[config.mk]
export PLATFORM = sky130hd
export DESIGN_NAME = if_id_reg
export DESIGN_NICKNAME = d
export VERILOG_FILES = /design/src/rtl/if_id_reg.sv
export SDC_FILE = /design/constraint.sdc
export NUM_CORES = 1
export LEC_CHECK = 0
export ABC_AREA = 1
export ABC_CLOCK_PERIOD_IN_PS = 2200
export CAP_MARGIN = 20
export CORE_MARGIN = 2
export CORE_UTILIZATION = 30
export DETAILED_ROUTE_END_ITERATION = 10
export PLACE_DENSITY = 0.57
export SLEW_MARGIN = 20
export SYNTH_ARGS = -nofsm -noshare
export SYNTH_HDL_FRONTEND = slang
export SYNTH_SLANG_ARGS = --single-unit
[constraint.sdc]
create_clock -name clk -period 2.2 [get_ports clk]
set_input_delay 0.33 -clock clk [delete_from_list [all_inputs] [get_ports clk]]
set_output_delay 0.33 -clock clk [all_outputs]
set_load 0.02 [all_outputs]
[src/rtl/if_id_reg.sv]
// rtl/if_id_reg.sv - IF/ID pipeline register with stall, flush, halt detection and perf counters
// Two-state RUN/HALTED control; halt output freezes the fetch-stage PC.
module if_id_reg #(
  parameter int              A         = 4,
  parameter int              W         = 9,
  parameter logic [W-1:0]    HALT_INST = 9'h1FF,
  parameter int              C         = 16
) (
  input  logic         clk,
  input  logic         reset,
  input  logic [A-1:0] inst_addr,
  input  logic [W-1:0] inst_data,
  input  logic         stall,
  input  logic         flush,
  output logic [A-1:0] pc_out,
  output logic [W-1:0] inst_out,
  output logic         valid_out,
  output logic         halt,
  output logic [C-1:0] cycle_count,
  output logic [C-1:0] inst_count
);

  typedef enum logic {RUN = 1'b0, HALTED = 1'b1} state_t;

  localparam logic [C-1:0] CNT_MAX = {C{1'b1}};
  localparam logic [C-1:0] CNT_ONE = {{(C-1){1'b0}}, 1'b1};

  state_t       state_q, state_d;
  logic [A-1:0] pc_q, pc_d;
  logic [W-1:0] inst_q, inst_d;
  logic         valid_q, valid_d;
  logic [C-1:0] cyc_q, cyc_d;
  logic [C-1:0] icnt_q, icnt_d;

  logic running;
  logic is_halt_word;
  logic do_flush;
  logic do_halt;
  logic do_load;

  always_ff @(posedge clk) begin
    if (reset) begin
      state_q <= RUN;
    end else begin
      state_q <= state_d;
    end
  end

  // Flush and stall both mask halt detection; a stalled halt word is caught on release.
  always_comb begin
    state_d = state_q;
    if (state_q == RUN && !flush && !stall && inst_data == HALT_INST) begin
      state_d = HALTED;
    end
  end

  always_comb begin
    halt         = (state_q == HALTED);
    running      = (state_q == RUN);
    is_halt_word = (inst_data == HALT_INST);
    do_flush     = running && flush;
    do_halt      = running && !flush && !stall && is_halt_word;
    do_load      = running && !flush && !stall && !is_halt_word;
  end

  always_comb begin
    pc_d    = pc_q;
    inst_d  = inst_q;
    valid_d = valid_q;
    if (!running) begin
      valid_d = 1'b0;
    end
    if (do_flush) begin
      pc_d    = inst_addr;
      inst_d  = inst_data;
      valid_d = 1'b0;
    end
    // The halt word itself is never delivered; only its address is exposed.
    if (do_halt) begin
      pc_d    = inst_addr;
      valid_d = 1'b0;
    end
    if (do_load) begin
      pc_d    = inst_addr;
      inst_d  = inst_data;
      valid_d = 1'b1;
    end
  end

  always_comb begin
    cyc_d  = cyc_q;
    icnt_d = icnt_q;
    if (running && cyc_q != CNT_MAX) begin
      cyc_d = cyc_q + CNT_ONE;
    end
    if (do_load && icnt_q != CNT_MAX) begin
      icnt_d = icnt_q + CNT_ONE;
    end
  end

  always_ff @(posedge clk) begin
    if (reset) begin
      pc_q    <= '0;
      inst_q  <= '0;
      valid_q <= 1'b0;
      cyc_q   <= '0;
      icnt_q  <= '0;
    end else begin
      pc_q    <= pc_d;
      inst_q  <= inst_d;
      valid_q <= valid_d;
      cyc_q   <= cyc_d;
      icnt_q  <= icnt_d;
    end
  end

  assign pc_out      = pc_q;
  assign inst_out    = inst_q;
  assign valid_out   = valid_q;
  assign cycle_count = cyc_q;
  assign inst_count  = icnt_q;

endmodule

Word-level counts from Yosys, hierarchy flattened
Cells that the tools add are included.
{"block": "word_totals", "reg_bits": 47, "inputBits": 17, "wordCells": 34}
{"block": "classes", "n_addsub": 2, "eq_ne": 3, "mux": 9, "bitwise_logic": 1, "n_reduce_logical": 13}
{"op": "adder 16 x 1 -> 16 bit, second input constant", "n": 2}
{"op": "inequality test 16 bit, second input constant", "n": 2}
{"op": "two-way mux 9 bit", "n": 2}
{"op": "two-way mux 4 bit", "n": 3}
{"op": "== test 9 bit, second input constant", "n": 1}
{"op": "logical AND 1 bit", "n": 7}
{"op": "two-way mux 1 bit", "n": 4}
{"op": "nonzero test 4 bit", "n": 1}
{"op": "logical NOT 1 bit", "n": 3}
{"op": "nonzero test 3 bit", "n": 1}
{"op": "nonzero test 2 bit", "n": 1}
{"op": "inverter 1 bit", "n": 1}

Longest topological paths before layout
{"block": "depth", "word_depth": 6, "depth_mapped": 10, "mapped_depth_nobuf": 9}

Least setup slack after synthesis
No wires, ideal clock.
{"block": "synth_path", "path_kind": "register -> register", "from": "register icnt_q[0], in the netlist inst_count[0]", "to": "register icnt_q[2], in the netlist inst_count[2]", "setup_ns": 0.115, "arrival_ns": 1.553, "setup_slack_ns": 0.531, "stages_incl_launch_ff": 10, "n_path_buf": 1, "period_less_slack_ns": 1.669, "path_cell_list": "dfxtp_1 -> ha_1 -> inv_1 -> nor2_2 -> nand2_2 -> nor2_8 -> nor2_4 -> buf_6 -> a21oi_1 -> nor2_1"}
{"block": "synth_via", "elab_chain_len": 2, "elab_cells_between_ends": 3, "cone_classes": "add/sub: 1; eq/ne: 1; reduce/logical: 1"}
{"item": "start, declared", "line": "33", "text": "logic [C-1:0] icnt_q, icnt_d;"}
{"item": "start signal, assigned", "line": "113", "text": "icnt_q <= icnt_d;"}
{"item": "branches (longest 2 deep; another with adder 16 x 1 -> 16 bit)"}
Parallel ways; which one is timed is not known.
A chain may end at the register's enable or synchronous reset.

Worst setup path in the final report
{"block": "layout_path", "from": "register state_q, in the netlist halt", "to": "output halt"}
{"item": "start, declared", "line": "28", "text": "state_t state_q, state_d;"}
{"item": "start signal, assigned", "line": "45", "text": "state_q <= state_d;"}
{"item": "end, declared", "line": "18", "text": "output logic halt,"}
No word-level cell between the ends.

==> flow_metrics.py <==
metrics = {
    "cells_and_area": {
        "multi_input_area_sq_um": 1310,
        "layout_common_cells": "nand2_1, clkdlybuf4s50_1, nor2_1",
        "layout_commonest_cell": "nand2_1",
        "drive_gt1_share_pct": 7.23,
        "finalInstanceArea_sq_um": 3290,
        "fin_nets": 448,
        "register_area_sq_um": 941,
        "area_growth_pct": 35.5,
        "fillers": 838,
        "diodes": 0,
        "stdcell_count": 531,
    },
    "place": {
        "postPlaceCellArea_sq_um": 3180,
        "hpwlAfterDp_microns": 4520,
        "dp_cells": 524,
        "port_buffers": 63,
        "gp_congestion": 0.818,
    },
    "grt": {
        "first_global_vias": 2163,
        "grt_pass1_wl_microns": 10200,
        "grt_overflow": 0,
        "grt_max_degree": 29,
        "grt_usage_pct": 14.3,
        "grt_antenna_before_repair": 0,
    },
    "run_status": {
        "status": "completed",
    },
    "floorplan": {
        "die_h_microns": 93.9,
        "pin_count": 64,
        "start_util_pct": 31.2,
        "die_w_microns": 93.9,
        "row_count": 32,
        "core-area_sq_um": 7770,
        "dieArea_sq_um": 8820,
    },
    "critical_path": {
        "critPathTopFamily": "buffers and inverters",
        "cp-start-kind": "register",
        "critical_path_arrival_ns": 1.43,
        "end_kind": "primary output",
        "crit_required_ns": 1.87,
        "rr_startpoint": "cycle_count[0]",
        "crit_chain": "clkdlybuf4s50_1",
        "crit_buf_inv": 1,
        "ff2ff_path_depth": 8,
        "r2r_setup_slack_ns": 0.48,
        "slowest_stage": "clkdlybuf4s50_1",
        "timing.rr.end": "cycle_count[8]",
        "criticalPathCategory": "register to primary output",
        "cp_slowest_stage_delay_ns": 0.66,
        "critPathMaxFanout": 5,
    },
    "logic_synthesis": {
        "avgSynthCellArea_sq_um": 6.72,
        "synthTopCellsByArea": "dfxtp_1, nand2_1, nor2_1",
        "syn_inst": 361,
        "synth_area_sq_um": 2420,
        "synth_cell_type_count": 26,
        "ys_ff_latch": 47,
        "synth-adder-area-share_pct": 1.03,
        "synth_compound_area_share_pct": 10.9,
        "synth-simple-area-share_pct": 38.3,
        "yosysTopAreaCell": "dfxtp_1",
        "synth_top_family_by_area": "simple AND/OR/NAND/NOR gates",
        "synthXorXnorAreaFrac_pct": 3.61,
        "synth.top_cell.area_share_pct": 38.8,
        "yosys_warnings": 0,
        "syn-num-nets": 380,
        "synthMuxAreaShare_pct": 0,
        "synth-seq-area-share_pct": 38.8,
    },
    "clock_tree": {
        "hold_buffers": 0,
        "cts_setup_buffers": 0,
        "cts_buffers": 5,
        "root_buffer": "clkbuf_8",
        "clock_sinks": 47,
        "clk_pin_slew_ns": 0.09,
        "clockBufferDepth": 2,
        "cts_resized": 0,
        "ctsHtreeMaxLevel": 2,
        "cts_tree": "yes",
        "clk_latency_ns": 0.30,
    },
    "sta": {
        "min_period_ns": 1.76,
        "hold_viol": 0,
        "timing.slew.headroom_pct": 73.3,
        "worst_pin_slew_ns": 0.399,
        "drv_slew": 0,
        "post-route-period-util_pct": 79.8,
        "whs_ns": 0.467,
        "setup_viol": 0,
        "skew_ns": 0.0108,
        "setup_tns_ns": 0,
        "fmax_mhz": 570,
        "rsz0062_at_grt": "false",
    },
    "job": {
        "cap_viol_max_count": 0,
    },
    "pwr": {
        "p_leak_nw": 1.23,
        "powerDensity_nw_per_um2": 532,
        "peakVddDrop_uv": 255,
    },
    "min_path": {
        "hp-class": "register to register",
        "hold_path_depth": 2,
        "hold_end": "valid_out",
        "hold_path_startpoint": "valid_out",
    },
    "routing": {
        "met1_length_microns": 3140,
        "dr.pass1.iters": 4,
        "wl_per_cell_microns": 11.7,
        "vias": 2468,
        "wl_met3_microns": 350,
        "highest_layer": "met4",
        "drt-total-wl_microns": 6210,
        "drc": 0,
        "first_iter_violations": 134,
        "vias_per_cell": 4.65,
        "route.antenna.remaining_nets": 0,
        "dr_wl_met2_microns": 2650,
    },
}
==> synth_stat cells (all sizes together) <==
cell / instances
nand2: 103
nor2: 65
dfxtp: 47
a21oi: 37
nand3: 31
inv: 26
o21ai: 16
nand4: 9
buf: 7
xnor2: 7
clkbuf: 3
nor3: 3
xor2: 3
ha: 2
clkinv: 1
nand3b: 1
==> stage by stage <==
stage | setup WS [ns] | util [%] | power [mW]
final | 0.444 | 42.3 | 1.75
after global routing | 0.274 | 42.3 | 1.82
after CTS | 0.420 | 42.3 | 1.77
after detailed placement | 0.335 | 40.9 | 1.13
after global placement | 0.350 | 40.9 | 1.13
after floorplan | 0.531 | - | 1.02
==> tightest hold or removal path: stages, from the launching register on <==
cell,delay [ns]
dfxtp_1,0.32
nand2_1,0.06
a21oi_1,0.05
==> worst max-delay path by stage <==
stage	from	to	slack, ns	depth (start not counted)
2_1_floorplan	inst_count[0]	inst_count[2]	0.53	9
3_3_place_gp	inst_data[6]	inst_count[12]	0.35	9
3_5_place_dp	flush	inst_count[6]	0.34	8
4_1_cts	inst_count[0]	inst_count[0]	0.42	2
5_1_grt	cycle_count[0]	cycle_count[8]	0.27	8
6_report	halt	halt	0.44	1
==> cell type report <==
class / count / share of cell area (%)
clock buffers: 5 / 2.09
clock inverters: 2 / 1.14
inverters: 27 / 3.08
multi-input cells: 277 / 39.8
flip-flops and latches: 47 / 28.6
well taps: 102 / 3.88
repair buffers: 71 / 21.4
==> sequential cells by signal, summed over array words and instances (netlist names) <==
signal and cells:
halt 1, pc_out 4, cycle_count 16, inst_count 16
inst_out 9, valid_out 1
==> cells by family (layout without fill, tap and decap cells) <==
family / Yosys count / after routing
xor+xnor: 10 / 10
flops: 47 / 47
fa+ha+maj: 2 / 2
simple gates: 212 / 212
buf+inv: 37 / 105
compound gates: 53 / 53
==> layer usage <==
| layer | vias up | track usage [%] |
|---|---|---|
| met5 | - | 0 |
| met4 | 0 | 3.99 |
| met3 | 6 | 3.37 |
| met2 | 66 | 21.2 |
| met1 | 1093 | 20.6 |
| li1 | 1303 | - |
==> power by group <==
part	internal [mW]	switching [mW]
logic	0.102	0.112
clock network	0.333	0.308
registers	0.875	0.0183
total	1.31	0.438
(Power assumes the default switching activity.)
